File: src/rtl/acc_pkg.sv
// ---------------------------------------------------------------------------
// acc_pkg
// Shared types for the accelerator PIO host initiator:
//   hs_sig_t  - 2-bit handshake codes on to_hw_sig / to_sw_sig
//   err_t     - abort reason reported on err_code
//   state_t   - initiator FSM state (also exported as the debug encoding)
// Helpers map a state to the handshake code it drives and flag the states
// that wait on the accelerator (watchdog-supervised).
// ---------------------------------------------------------------------------
package acc_pkg;

    typedef enum logic [1:0] {
        HS_IDLE = 2'd0,
        HS_REQ  = 2'd1,
        HS_ACK  = 2'd2,
        HS_RST  = 2'd3
    } hs_sig_t;

    typedef enum logic [1:0] {
        E_NONE = 2'd0,
        E_LEN  = 2'd1,
        E_TMO  = 2'd2,
        E_RST  = 2'd3
    } err_t;

    typedef enum logic [3:0] {
        S_IDLE  = 4'd0,
        S_PUT   = 4'd1,
        S_HOLD  = 4'd2,
        S_START = 4'd3,
        S_DACK  = 4'd4,
        S_FIN   = 4'd5,
        S_KICK  = 4'd6,
        S_RWAIT = 4'd7,
        S_ERR   = 4'd8
    } state_t;

    localparam int NUM_WORDS = 4;

    // Handshake code presented to the accelerator while in a given state.
    function automatic hs_sig_t state_sig(input state_t s);
        case (s)
            S_PUT, S_START, S_FIN: return HS_REQ;
            S_HOLD, S_DACK:        return HS_ACK;
            default:               return HS_IDLE;
        endcase
    endfunction

    // States that block on the accelerator and are bounded by the watchdog.
    function automatic logic is_wait_state(input state_t s);
        return (s == S_PUT) || (s == S_HOLD) || (s == S_START) ||
               (s == S_DACK) || (s == S_RWAIT);
    endfunction

endpackage

File: src/rtl/acc_wd_counter.sv
// ---------------------------------------------------------------------------
// acc_wd_counter
// Watchdog cycle counter. Counts enabled cycles since the last clear and
// raises o_tc on the TIMEOUT-th cycle of a wait (count == TIMEOUT-1), then
// saturates there until cleared.
// Ports:
//   i_clk, i_reset  clock, synchronous active-high reset
//   i_clear         restart count (state change)
//   i_enable        count this cycle
//   o_tc            terminal count reached
// ---------------------------------------------------------------------------
module acc_wd_counter #(
    parameter int TIMEOUT = 1 << 20
) (
    input  logic i_clk,
    input  logic i_reset,
    input  logic i_clear,
    input  logic i_enable,
    output logic o_tc
);

    localparam int CNT_W = $clog2(TIMEOUT + 1);

    logic [CNT_W-1:0] r_cnt;

    assign o_tc = (r_cnt == CNT_W'(TIMEOUT - 1));

    always_ff @(posedge i_clk) begin
        if (i_reset || i_clear) begin
            r_cnt <= '0;
        end else if (i_enable && !o_tc) begin
            r_cnt <= r_cnt + CNT_W'(1);
        end
    end

endmodule

File: src/rtl/acc_host_initiator.sv
// ---------------------------------------------------------------------------
// acc_host_initiator
// Hardware master for the accelerator's 2-bit PIO handshake. Accepts one
// command, sends len/addr_a/addr_b/addr_s as four handshaked words, issues
// start, acknowledges done, and returns to idle. Can also pulse the
// accelerator's soft reset and wait for it to report reset.
// Ports:
//   i_clk, i_reset             clock, synchronous active-high reset
//   i_cmd_valid / o_cmd_ready  command handshake
//   i_cmd_len, i_cmd_addr_*    command fields
//   i_rst_req                  request accelerator soft reset (IDLE only)
//   o_to_hw_data, o_to_hw_sig  registered word and handshake code to acc
//   i_to_sw_sig                handshake code from acc
//   o_acc_reset_n              registered active-low soft reset to acc
//   o_busy, o_done, o_err      status; done/err are one-cycle pulses
//   o_err_code                 abort reason, held until next accept
//   o_cur_state                debug state encoding
// ---------------------------------------------------------------------------
module acc_host_initiator
    import acc_pkg::*;
#(
    parameter int DATA_W  = 32,
    parameter int MAX_LEN = 16,
    parameter int TIMEOUT = 1 << 20
) (
    input  logic              i_clk,
    input  logic              i_reset,
    input  logic              i_cmd_valid,
    output logic              o_cmd_ready,
    input  logic [DATA_W-1:0] i_cmd_len,
    input  logic [DATA_W-1:0] i_cmd_addr_a,
    input  logic [DATA_W-1:0] i_cmd_addr_b,
    input  logic [DATA_W-1:0] i_cmd_addr_s,
    input  logic              i_rst_req,
    output logic [DATA_W-1:0] o_to_hw_data,
    output logic [1:0]        o_to_hw_sig,
    input  logic [1:0]        i_to_sw_sig,
    output logic              o_acc_reset_n,
    output logic              o_busy,
    output logic              o_done,
    output logic              o_err,
    output logic [1:0]        o_err_code,
    output logic [3:0]        o_cur_state
);

    state_t            r_state;
    logic [DATA_W-1:0] r_w [NUM_WORDS];
    logic [1:0]        r_idx;
    logic [DATA_W-1:0] r_to_hw_data;
    hs_sig_t           r_to_hw_sig;
    logic              r_acc_reset_n;
    logic              r_done;
    logic              r_err;
    err_t              r_err_code;

    state_t            w_state_next;
    err_t              w_err_next;
    logic              w_idx_adv;
    logic [1:0]        w_idx_nxt;
    logic              w_accept;
    logic              w_len_bad;
    logic              w_tc;
    hs_sig_t           w_sw;

    assign w_sw      = hs_sig_t'(i_to_sw_sig);
    assign w_idx_nxt = r_idx + 2'd1;
    // Unsigned compare: huge lengths (MSB set) must be rejected, not wrap negative.
    assign w_len_bad = (i_cmd_len == '0) || (i_cmd_len > DATA_W'(MAX_LEN));
    assign w_accept  = (r_state == S_IDLE) && !i_rst_req && i_cmd_valid;

    acc_wd_counter #(
        .TIMEOUT (TIMEOUT)
    ) u_wd (
        .i_clk    (i_clk),
        .i_reset  (i_reset),
        .i_clear  (w_state_next != r_state),
        .i_enable (is_wait_state(r_state)),
        .o_tc     (w_tc)
    );

    // Accelerator reporting reset (code 3) outranks normal progress, which
    // in turn outranks the watchdog so a response on the last cycle still wins.
    always_comb begin
        w_state_next = r_state;
        w_err_next   = E_NONE;
        w_idx_adv    = 1'b0;
        case (r_state)
            S_IDLE: begin
                if (i_rst_req) begin
                    w_state_next = S_KICK;
                end else if (i_cmd_valid) begin
                    if (w_len_bad) begin
                        w_state_next = S_ERR;
                        w_err_next   = E_LEN;
                    end else begin
                        w_state_next = S_PUT;
                    end
                end
            end
            S_PUT: begin
                if (w_sw == HS_RST) begin
                    w_state_next = S_ERR;
                    w_err_next   = E_RST;
                end else if (w_sw == HS_REQ) begin
                    w_state_next = S_HOLD;
                end else if (w_tc) begin
                    w_state_next = S_ERR;
                    w_err_next   = E_TMO;
                end
            end
            S_HOLD: begin
                if (w_sw == HS_RST) begin
                    w_state_next = S_ERR;
                    w_err_next   = E_RST;
                end else if (w_sw == HS_IDLE) begin
                    if (r_idx == 2'd3) begin
                        w_state_next = S_START;
                    end else begin
                        w_state_next = S_PUT;
                        w_idx_adv    = 1'b1;
                    end
                end else if (w_tc) begin
                    w_state_next = S_ERR;
                    w_err_next   = E_TMO;
                end
            end
            S_START: begin
                if (w_sw == HS_RST) begin
                    w_state_next = S_ERR;
                    w_err_next   = E_RST;
                end else if (w_sw == HS_REQ) begin
                    w_state_next = S_DACK;
                end else if (w_tc) begin
                    w_state_next = S_ERR;
                    w_err_next   = E_TMO;
                end
            end
            S_DACK: begin
                if (w_sw == HS_RST) begin
                    w_state_next = S_ERR;
                    w_err_next   = E_RST;
                end else if (w_sw == HS_IDLE) begin
                    w_state_next = S_FIN;
                end else if (w_tc) begin
                    w_state_next = S_ERR;
                    w_err_next   = E_TMO;
                end
            end
            S_FIN: begin
                if (w_sw == HS_RST) begin
                    w_state_next = S_ERR;
                    w_err_next   = E_RST;
                end else begin
                    w_state_next = S_IDLE;
                end
            end
            S_KICK: begin
                w_state_next = S_RWAIT;
            end
            S_RWAIT: begin
                if (w_sw == HS_RST) begin
                    w_state_next = S_IDLE;
                end else if (w_tc) begin
                    w_state_next = S_ERR;
                    w_err_next   = E_TMO;
                end
            end
            S_ERR: begin
                w_state_next = S_IDLE;
            end
            default: begin
                w_state_next = S_IDLE;
            end
        endcase
    end

    // Outputs are registered from the next state so data and sig move on the
    // same edge; a new word only ever appears together with HS_REQ.
    always_ff @(posedge i_clk) begin
        if (i_reset) begin
            r_state       <= S_IDLE;
            r_idx         <= 2'd0;
            r_to_hw_data  <= '0;
            r_to_hw_sig   <= HS_IDLE;
            r_acc_reset_n <= 1'b1;
            r_done        <= 1'b0;
            r_err         <= 1'b0;
            r_err_code    <= E_NONE;
        end else begin
            r_state       <= w_state_next;
            r_to_hw_sig   <= state_sig(w_state_next);
            r_acc_reset_n <= (w_state_next != S_KICK);
            r_done        <= ((r_state == S_FIN) || (r_state == S_RWAIT)) &&
                             (w_state_next == S_IDLE);
            r_err         <= (w_state_next == S_ERR);
            if (w_accept || (w_state_next == S_ERR)) begin
                r_err_code <= w_err_next;
            end
            if (w_accept) begin
                r_idx <= 2'd0;
            end else if (w_idx_adv) begin
                r_idx <= w_idx_nxt;
            end
            if (w_accept && !w_len_bad) begin
                r_to_hw_data <= i_cmd_len;
            end else if (w_idx_adv) begin
                r_to_hw_data <= r_w[w_idx_nxt];
            end
        end
    end

    // Command words are pure data and need no reset.
    always_ff @(posedge i_clk) begin
        if (w_accept) begin
            r_w[0] <= i_cmd_len;
            r_w[1] <= i_cmd_addr_a;
            r_w[2] <= i_cmd_addr_b;
            r_w[3] <= i_cmd_addr_s;
        end
    end

    assign o_cmd_ready   = (r_state == S_IDLE) && !i_rst_req && !i_reset;
    assign o_to_hw_data  = r_to_hw_data;
    assign o_to_hw_sig   = r_to_hw_sig;
    assign o_acc_reset_n = r_acc_reset_n;
    assign o_busy        = (r_state != S_IDLE);
    assign o_done        = r_done;
    assign o_err         = r_err;
    assign o_err_code    = r_err_code;
    assign o_cur_state   = r_state;

endmodule

File: config.mk
export PLATFORM = sky130hd
export DESIGN_NAME = acc_host_initiator
export DESIGN_NICKNAME = d
export VERILOG_FILES = /design/src/rtl/acc_pkg.sv /design/src/rtl/acc_wd_counter.sv /design/src/rtl/acc_host_initiator.sv
export SDC_FILE = /design/constraint.sdc
export NUM_CORES = 1
export LEC_CHECK = 0
export BUFFER_PORTS_ARGS = -buffer_cell sky130_fd_sc_hd__buf_4
export CAP_MARGIN = 20
export CORE_AREA = 2 2 134 136
export DETAILED_ROUTE_END_ITERATION = 12
export DIE_AREA = 0 0 136 138
export GPL_ROUTABILITY_DRIVEN = 0
export GPL_TIMING_DRIVEN = 0
export MAX_ROUTING_LAYER = met4
export PLACE_DENSITY = 0.76
export SETUP_SLACK_MARGIN = 0.15
export SLEW_MARGIN = 40
export SYNTH_ARGS = -nofsm -noshare
export SYNTH_HDL_FRONTEND = slang
export SYNTH_SLANG_ARGS = --single-unit
export TNS_END_PERCENT = 1
File: constraint.sdc
create_clock -name i_clk -period 5.3 [get_ports i_clk]
set_input_delay 0.265 -clock i_clk [delete_from_list [all_inputs] [get_ports i_clk]]
set_output_delay 0.265 -clock i_clk [all_outputs]
set_load 0.02 [all_outputs]
=== After elaboration in Yosys (flattened, before gate mapping) ===
Memory sizes are Yosys's and may differ from the RTL's.
Cells that the tools add are included.

* Bits in registers: 66
* Output and inout bits: 45
* Word-level logic and storage cells: 97
* Bits in writable memories: 128
* Memories: 1

* Eq/ne operators: 19
* Order comparisons: 1
* Reductions and logical operators: 29
* Mux-type cells: 36
* Add/subtract/negate cells: 2

{| class="wikitable"
|+ Memory list
! memory !! depth !! width !! read ports !! clocked after memory_dff !! write ports !! RTL line !! RTL
|-
| r_w || 4 || 32 || 1 || 0 || 4 || acc_host_initiator.sv:47 || <nowiki>logic [DATA_W-1:0] r_w [NUM_WORDS];</nowiki>
|}

{| class="wikitable"
|+ Operators with widths
! cell !! count
|-
| 32-bit two-way mux || 2
|-
| 4-bit two-way mux || 14
|-
| 32-bit by 5-bit greater-than comparator with 1-bit output, second input constant || 1
|-
| 32-bit logical NOT || 1
|-
| 4-bit case mux with 8 select lines || 1
|-
| 4-bit by 3-bit equality test with 1-bit output, second input constant || 6
|-
| 21-bit by 1-bit adder with 21-bit output, second input constant || 1
|-
| 21-bit by 20-bit equality test with 1-bit output, second input constant || 1
|-
| 4-bit by 2-bit equality test with 1-bit output, second input constant || 4
|-
| 2-bit two-way mux || 8
|-
| 2-bit case mux with 5 select lines || 1
|-
| 1-bit two-way mux || 9
|-
| 4-bit by 1-bit equality test with 1-bit output, second input constant || 2
|-
| 4-bit logical NOT || 2
|-
| 1-bit logical OR || 8
|-
| 2-bit OR reduction || 4
|-
| 1-bit logical AND || 6
|-
| 2-bit equality test, second input constant || 2
|-
| 4-bit equality test, second input constant || 1
|-
| 1-bit logical NOT || 4
|-
| 4-bit by 3-bit != test with 1-bit output, second input constant || 1
|-
| 4-bit != test || 1
|-
| 2-bit case mux with 2 select lines || 1
|-
| 4-bit nonzero test || 1
|-
| 5 further kinds || 5
|}

=== Depth between registers and ports, before layout ===
Gate-level depths: netlist (run 1).

* Depth in word-level cells: 9
* Mapped depth: 9

=== By module ===
A second synthesis (run 1) with hierarchy kept.

* Cells, all modules: 583
* Area, all modules: 8,089.0 sq um

{| class="wikitable"
|+ By module, submodules not included
! module !! cells an instance !! seq. area each (sq um) !! times used !! area an instance (sq um)
|-
| acc_host_initiator || 441 || 4,744.6 || 1 || 6,836.6
|-
| acc_wd_counter || 142 || 420.4 || 1 || 1,252.5
|}

=== Least setup slack after synthesis (run 1) ===
Ideal clock, no wire load.

* Path type: register to register
* Start: register r_state[0], in the netlist o_cur_state[0]
* End: register r_to_hw_data[15], in the netlist o_to_hw_data[15]
* Path buffers: 2
* Slack: 0.222 ns
* Arrival: 5.013 ns
* Cell stages (with the launch flop): 9
* Path through: dfxtp_1 -> buf_2 -> nor2_1 -> nand3_1 -> clkinv_1 -> a21oi_2 -> buf_2 -> a22oi_1 -> nor2_1

* Cells in the longest elaborated chain, start to end: 5
* Elaborated cells on any way between the ends: 8

{| class="wikitable"
|+ Ends and longest elaborated chain
! what !! RTL line !! RTL
|-
| start: declaration || acc_host_initiator.sv:46 || <nowiki>state_t r_state;</nowiki>
|-
| start signal: assignment || acc_host_initiator.sv:190 || <nowiki>r_state <= w_state_next;</nowiki>
|-
| 4-bit logical NOT (*) || acc_host_initiator.sv:69 || <nowiki>assign w_accept = (r_state == S_IDLE) && !i_rst_req && i_cmd_valid;</nowiki>
|-
| 1-bit logical AND (*) (2 in series) || acc_host_initiator.sv:69 ||
|-
| net w_accept || acc_host_initiator.sv:60 || <nowiki>logic w_accept;</nowiki>
|-
| 1-bit logical AND (*) || acc_host_initiator.sv:204 || <nowiki>if (w_accept && !w_len_bad) begin</nowiki>
|-
| 32-bit two-way mux or 2-bit nonzero test (tied branches) || - ||
|-
| end signal: assignment || acc_host_initiator.sv:205 || <nowiki>r_to_hw_data <= i_cmd_len;</nowiki>
|-
| end signal: assignment || acc_host_initiator.sv:207 || <nowiki>r_to_hw_data <= r_w[w_idx_nxt];</nowiki>
|-
| end: declaration || acc_host_initiator.sv:49 || <nowiki>logic [DATA_W-1:0] r_to_hw_data;</nowiki>
|}

The timed path passes the listed nets; every way through them passes the cells marked *.
A chain may end at the register's enable or synchronous reset.

=== Worst setup path in the final report (run 1) ===
* Start: register r_state[0], in the netlist o_cur_state[0]
* End: register u_wd.r_cnt[5]

* Cells in the longest elaborated chain, start to end: 6
* Elaborated cells on any way between the ends: 28

{| class="wikitable"
|+ Ends and longest elaborated chain
! what !! RTL line !! RTL
|-
| 4-bit two-way mux (tied with other cells) || - ||
|-
| 4-bit two-way mux (tied with other cells) || acc_host_initiator.sv:142 || <nowiki>end else if (w_sw == HS_IDLE) begin</nowiki>
|-
| 4-bit two-way mux (tied with other cells) || acc_host_initiator.sv:139 || <nowiki>if (w_sw == HS_RST) begin</nowiki>
|-
| 4-bit case mux with 8 select lines or 1-bit logical OR (tied branches) || acc_host_initiator.sv:87, acc_pkg.sv:51 ||
|-
| 4-bit != test or 1-bit logical OR (tied branches) || acc_host_initiator.sv:76, acc_pkg.sv:52 ||
|-
| 1-bit logical OR or 1-bit logical AND (tied branches) || acc_wd_counter.sv:29, acc_wd_counter.sv:31 ||
|-
| end signal: assignment || acc_wd_counter.sv:32 || <nowiki>r_cnt <= r_cnt + CNT_W'(1);</nowiki>
|-
| end: declaration || acc_wd_counter.sv:24 || <nowiki>logic [CNT_W-1:0] r_cnt;</nowiki>
|}

Several ways; a longest one is shown, not always the timed one.

==> flow_metrics.env, run 1 <==
export IMPL_fillers=1248
export IMPL_grt_pass1_wl_um=30700
export IMPL_finalHoldViolations=0
export IMPL_min_period_ns=2.72
export IMPL_core_area_um2=17500
export IMPL_die_area_um2=18800
export IMPL_power_density_nw_per_um2=339
export IMPL_postRouteAntennaNets=0
export IMPL_end_kind="flip-flop"
export IMPL_slew_headroom_pct=52.4
export IMPL_path_cells="buf_2 -> nor2_1 -> nand3_1 -> clkinv_4 -> buf_16 -> nand4_1 -> a31oi_1 -> or4_4 -> buf_6 -> nor2_2"
export IMPL_hold_class="input pin to flip-flop"
export IMPL_cp_required_ns=5.62
export IMPL_leakagePower_nw=3.96
export IMPL_layout_setup_ws_ns=2.58
export IMPL_die_w_um=136
export IMPL_dp_hpwl_um=13000
export IMPL_synth_edf_count=128
export IMPL_slowest_delay_ns=0.36
export IMPL_layout_common_cells="buf_4, edfxtp_1, dlygate4sd3_1"
export IMPL_synthAdderAreaFrac_pct=0.327
export IMPL_intPower_w=0.00273
export IMPL_max_freq_mhz=368
export IMPL_switching_share_pct=25.5
export IMPL_seqPwrFrac_pct=48.9
export IMPL_synth_compound_gate_area_share_pct=6.50
export IMPL_cpMaxStageDelayCell="nor2_1"
export IMPL_ys_types=50
export IMPL_mostFrequentLayoutCell="buf_4"
export IMPL_synth_top_family_by_area="simple AND/OR/NAND/NOR gates"
export IMPL_grt_pass1_vias=5841
export IMPL_synth_avg_cell_area_um2=15.0
export IMPL_pin_count=179
export IMPL_cts_root_buf="clkbuf_16"
export IMPL_synth_simple_area_share_pct=10.4
export IMPL_synth_area_mux_share_pct=10.3
export IMPL_post_place_ws_ns=2.62
export IMPL_yosysSeqAreaShare_pct=67.6
export IMPL_wirelength_um=20900
export IMPL_setup_violations=0
export IMPL_rsz0062_at_grt="false"
export IMPL_finalInstanceArea_um2=10800
export IMPL_status="completed"
export IMPL_start_util_pct=43.6
export IMPL_switching_power_w=0.000934
export IMPL_ir_drop_uv=233
export IMPL_path_max_fanout=56
export IMPL_cp_start_kind="flip-flop"
export IMPL_routed_via_density=5.35
export IMPL_combPwrFrac_pct=16.1
export IMPL_finalCritPeriodShare_pct=51.2
export IMPL_crit_type="flip-flop to flip-flop"
export IMPL_cts_tree="yes"
export IMPL_slew_violations=0
export IMPL_drv_cap=0
export IMPL_fin_skew_ns=0.00812
export IMPL_syn_nets=647
export IMPL_yosysWarnings=0
export IMPL_synth_xor_area_share_pct=2.64
export IMPL_power_frac_clock_pct=35.1
export IMPL_clkTransAtPathRegs_ns=0.07
export IMPL_async_flop_share_pct=0
export IMPL_die_h_um=138
export IMPL_dr_pass1_iters=5
export IMPL_synth_ff_type="edfxtp_1"
export IMPL_critPathArrivalTime_ns=3.04
export IMPL_synth_seq_cells=194
export IMPL_io_buffers=177
export IMPL_num_vias=5574
export IMPL_wl_per_cell_um=20.1
export IMPL_cp_num_buf_inv=4
export IMPL_post_cts_buffers=0
export IMPL_track_usage_pct=22.4
export IMPL_synthCells=511
export IMPL_power_w=0.00367
export IMPL_drive_gt1_share_pct=35.1
export IMPL_antenna_found_initial=1
export IMPL_dpl_instance_area_um2=9320
export IMPL_numClockSinks=194
export IMPL_rows=49
export IMPL_cts_buffers=17
export IMPL_drt_iter0_drc=471
export IMPL_max_clock_path_buffers=2
export IMPL_drc_errors=0
export IMPL_grt_max_degree=58
export IMPL_overflow=0
export IMPL_max_slew_worst_pin_slew_ns=0.714
export IMPL_cts_htree_levels=4
export IMPL_synth_area_um2=7640
export IMPL_cp_top_family="simple AND/OR/NAND/NOR gates"
export IMPL_postCtsHoldBufs=71
export IMPL_nets=934
export IMPL_area_growth_pct=41.2
export IMPL_insertion_delay_ns=0.43
export IMPL_cts_resized=0
[registers in the layout (all words and copies together), names as in the netlist]
register and flops:
o_err 1, o_cur_state 4, o_err_code 2, r_w 128, u_wd.r_cnt 21, o_done 1
o_acc_reset_n 1, o_to_hw_sig 2, o_to_hw_data 32, r_idx 2
[layout make-up]
cell class	count	area (um^2)	area share, %
Tap cell	229	287	2.65
Multi-Input combinational cell	283	2310	21.4
Timing Repair Buffer	268	2270	21.1
Sequential cell	194	5160	47.8
Inverter	6	27.5	0.255
Clock buffer	19	433	4.01
Buffer	28	148	1.37
Clock inverter	13	149	1.38
Antenna cell	1	2.50	0.0232
[synth_stat cells (9+ instances only)]
library cell / n / area [um^2]
a22oi_1: 27 / 203
nor2_1: 49 / 184
edfxtp_1: 128 / 3840
nand2_1: 18 / 67.6
clkbuf_1: 14 / 52.6
xor2_1: 11 / 96.3
nand3_1: 11 / 55.1
nor2_2: 21 / 131
dfxtp_1: 66 / 1320
xnor2_1: 12 / 105
mux4_2: 32 / 721
nor3_1: 9 / 45.0
a21oi_1: 9 / 45.0
[power groups by stage]
stage                     combinational (W)  clock, W  sequential (W)
final                              0.000588   0.00129         0.00179
after global routing               0.000632   0.00136         0.00180
after CTS                          0.000568   0.00129         0.00179
after detailed placement           0.000523         0         0.00182
after global placement             0.000491         0         0.00183
after floorplan                    0.000281         0         0.00185
[logic make-up after synthesis]
family / count (synthesis)
flops: 194
simple gates: 151
compound gates: 68
mux: 39
buf+inv: 34
xor+xnor: 23
fa+ha+maj: 2
[final timing paths]
path	to	startpoint	slack [ns]	cells past startpoint
worst max-delay path	u_wd.r_cnt[5]	o_cur_state[0]	2.58	10
worst min-delay path	r_w[0][30]	i_cmd_len[30]	0.02	1
worst max register to register	u_wd.r_cnt[5]	o_cur_state[0]	2.58	10
worst min register to register	u_wd.r_cnt[20]	u_wd.r_cnt[20]	0.51	2
[routing by layer]
| metal | global-route usage, % | vias to the layer above | routed length [um] |
|---|---|---|---|
| met5 | - | - | 0 |
| li1 | - | 2533 | - |
| met1 | 25.2 | 2722 | 7850 |
| met4 | 8.00 | 0 | 505 |
| met3 | 6.45 | 36 | 1490 |
| met2 | 38.0 | 283 | 11100 |
[worst register-to-register path, stage by stage, from the launching register on]
cell	delay [ns]
dfxtp_1	0.32
buf_2	0.18
nor2_1	0.36
nand3_1	0.26
clkinv_4	0.28
buf_16	0.32
nand4_1	0.26
a31oi_1	0.24
or4_4	0.17
buf_6	0.17
nor2_2	0.06
[per-stage QoR]
stage | util (%) | setup TNS (ns) | hold slack, ns | cells
detailed placement | 53.2 | 0 | 0.444 | 919
global placement | 52.8 | -121.17 | 0.443 | 917
floorplan | - | 0 | 0.364 | 511
global route | 61.6 | 0 | 0.0000508 | 1041
finish | 61.6 | 0 | 0.0159 | 1041
CTS | 60.5 | 0 | 0.000454 | 1022
Power figures use the tool's default switching activity.
==> run 2: changes to the inputs <==
- clock period: 5.3 -> 2.4 ns (I/O delays scaled with it)
==> flow_metrics.env, run 2 (synthesis gave the netlist of run 1 again) <==
export IMPL_ir_drop_uv=560
export IMPL_layout_common_cells="buf_4, dlygate4sd3_1, edfxtp_1"
export IMPL_drt_iter0_drc=425
export IMPL_startpoint="o_cur_state[0]"
export IMPL_pin_count=179
export IMPL_dr_pass1_iters=5
export IMPL_slew_violations=0
export IMPL_insertion_delay_ns=0.43
export IMPL_finalCritPeriodShare_pct=91.2
export IMPL_die_area_um2=18800
export IMPL_cts_buffers=17
export IMPL_rsz0062_at_grt="true"
export IMPL_tns_ns=0
export IMPL_wl_per_cell_um=20.3
export IMPL_numClockSinks=194
export IMPL_combPwrFrac_pct=17.1
export IMPL_die_h_um=138
export IMPL_switching_power_w=0.00212
export IMPL_seqPwrFrac_pct=48.9
export IMPL_cp_start_kind="flip-flop"
export IMPL_drc_errors=0
export IMPL_path_cells="buf_2 -> and3b_1 -> a211o_1 -> or4_1 -> buf_2 -> nor3_1 -> xnor2_1 -> nor2_2"
export IMPL_area_growth_pct=47.4
export IMPL_antenna_found_initial=0
export IMPL_drive_gt1_share_pct=34.8
export IMPL_max_freq_mhz=457
export IMPL_finalInstanceArea_um2=11300
export IMPL_nets=981
export IMPL_power_w=0.00810
export IMPL_post_place_ws_ns=-0.156
export IMPL_grt_max_degree=68
export IMPL_cp_required_ns=2.72
export IMPL_largest_reg_flops=128
export IMPL_cpMaxStageDelayCell="or4_1"
export IMPL_diodes=0
export IMPL_grt_pass1_wl_um=33800
export IMPL_setup_violations=0
export IMPL_max_slew_worst_pin_slew_ns=0.680
export IMPL_num_vias=5913
export IMPL_critPathArrivalTime_ns=2.50
export IMPL_mostFrequentLayoutCell="buf_4"
export IMPL_leakagePower_nw=4.20
export IMPL_core_area_um2=17500
export IMPL_start_util_pct=43.6
export IMPL_rows=49
export IMPL_path_max_fanout=10
export IMPL_top_register="r_w"
export IMPL_wirelength_um=22100
export IMPL_r2r_start="o_cur_state[0]"
export IMPL_io_buffers=177
export IMPL_track_usage_pct=24.7
export IMPL_power_frac_clock_pct=34.0
export IMPL_finalHoldViolations=0
export IMPL_hp_start="i_cmd_len[0]"
export IMPL_grt_pass1_vias=6348
export IMPL_min_period_ns=2.19
export IMPL_intPower_w=0.00598
export IMPL_clkTransAtPathRegs_ns=0.07
export IMPL_end_kind="flip-flop"
export IMPL_crit_type="flip-flop to flip-flop"
export IMPL_cpMostUsedCell="buf_2"
export IMPL_postRouteAntennaNets=0
export IMPL_dp_hpwl_um=13000
export IMPL_die_w_um=136
export IMPL_slew_headroom_pct=54.7
export IMPL_max_clock_path_buffers=2
export IMPL_cp_num_buf_inv=2
export IMPL_switching_share_pct=26.2
export IMPL_cts_htree_levels=4
export IMPL_fin_skew_ns=0.0123
export IMPL_hold_class="input pin to flip-flop"
export IMPL_power_density_nw_per_um2=719
export IMPL_cts_root_buf="clkbuf_16"
export IMPL_overflow=0
export IMPL_dpl_instance_area_um2=9300
export IMPL_cts_tree="yes"
export IMPL_layout_setup_ws_ns=0.212
export IMPL_drv_cap=0
export IMPL_slowest_delay_ns=0.41
export IMPL_status="completed"
export IMPL_cp_top_family="simple AND/OR/NAND/NOR gates"
export IMPL_routed_via_density=5.44
[run 2: cell types whose count changed in the layout (fill, tap and decap cells not counted), sizes merged]
| cell | change |
|---|---|
| bufinv | -1 |
| clkinvlp | -1 |
| clkinv | +2 |
| buf | +5 |
| diode | -1 |
| inv | +2 |
| dlygate4sd3 | +40 |
[run 2: final cells by class]
cell class | instances | area, um^2
fill | 1189 | 6260
clock buffer | 19 | 433
clock inverter | 13 | 124
sequential | 194 | 5170
inverter | 6 | 48.8
multi-input combinational | 283 | 2350
timing repair inverter | 2 | 32.5
timing repair buffer | 313 | 2670
tap | 229 | 287
buffer | 28 | 154
[run 2: worst paths after layout]
check / slack (ns) / depth (start not counted) / endpoint
setup / recovery: 0.21 / 8 / u_wd.r_cnt[12]
hold / removal: 0.04 / 3 / o_to_hw_data[0]
setup reg to reg: 0.21 / 8 / u_wd.r_cnt[12]
hold reg to reg: 0.50 / 2 / o_err_code[0]
[run 2: power groups by stage]
stage / clock, W / combinational (W) / sequential (W)
floorplan: 0 / 0.000638 / 0.00405
global placement: 0 / 0.00110 / 0.00401
detailed placement: 0 / 0.00114 / 0.00402
CTS: 0.00275 / 0.00134 / 0.00395
global route: 0.00291 / 0.00148 / 0.00398
finish: 0.00275 / 0.00139 / 0.00396
[run 2: worst register-to-register path, delay by kind of cell (launching register included)]
| family | cells | cell delay [ns] |
|---|---|---|
| and+or+nand+nor | 4 | 0.88 |
| AOI/OAI and AO/OA | 1 | 0.35 |
| xor gates and xnor gates | 1 | 0.18 |
| buffers and inverters | 2 | 0.37 |
| DFF | 1 | 0.32 |
[run 2: per-stage QoR]
stage | std cells | utilization, % | hold slack, ns
4_1_cts | 1081 | 63.9 | 0.00239
5_1_grt | 1087 | 64.3 | 0.0508
6_report | 1087 | 64.3 | 0.0448
3_5_place_dp | 917 | 53.0 | 0.299
3_3_place_gp | 917 | 53.0 | 0.298
2_1_floorplan | 511 | - | 0.219
[run 2: routing by layer]
layer	GRT usage (%)	up-vias	wire, um
li1	-	2634	-
met1	27.5	2904	8120
met2	42.3	324	11600
met3	6.82	51	1730
met4	8.66	0	629
met5	-	-	0
[run 2: repair_timing]
item                                    in CTS  in global routing
resized for setup                            6                  7
pin swaps                                    1                  1
endpoints found under the setup margin      55                 53
setup buffers                                1                  6
hold buffers                               129                  0
gates cloned                                 2                  0
hold endpoints to repair                   129                  0
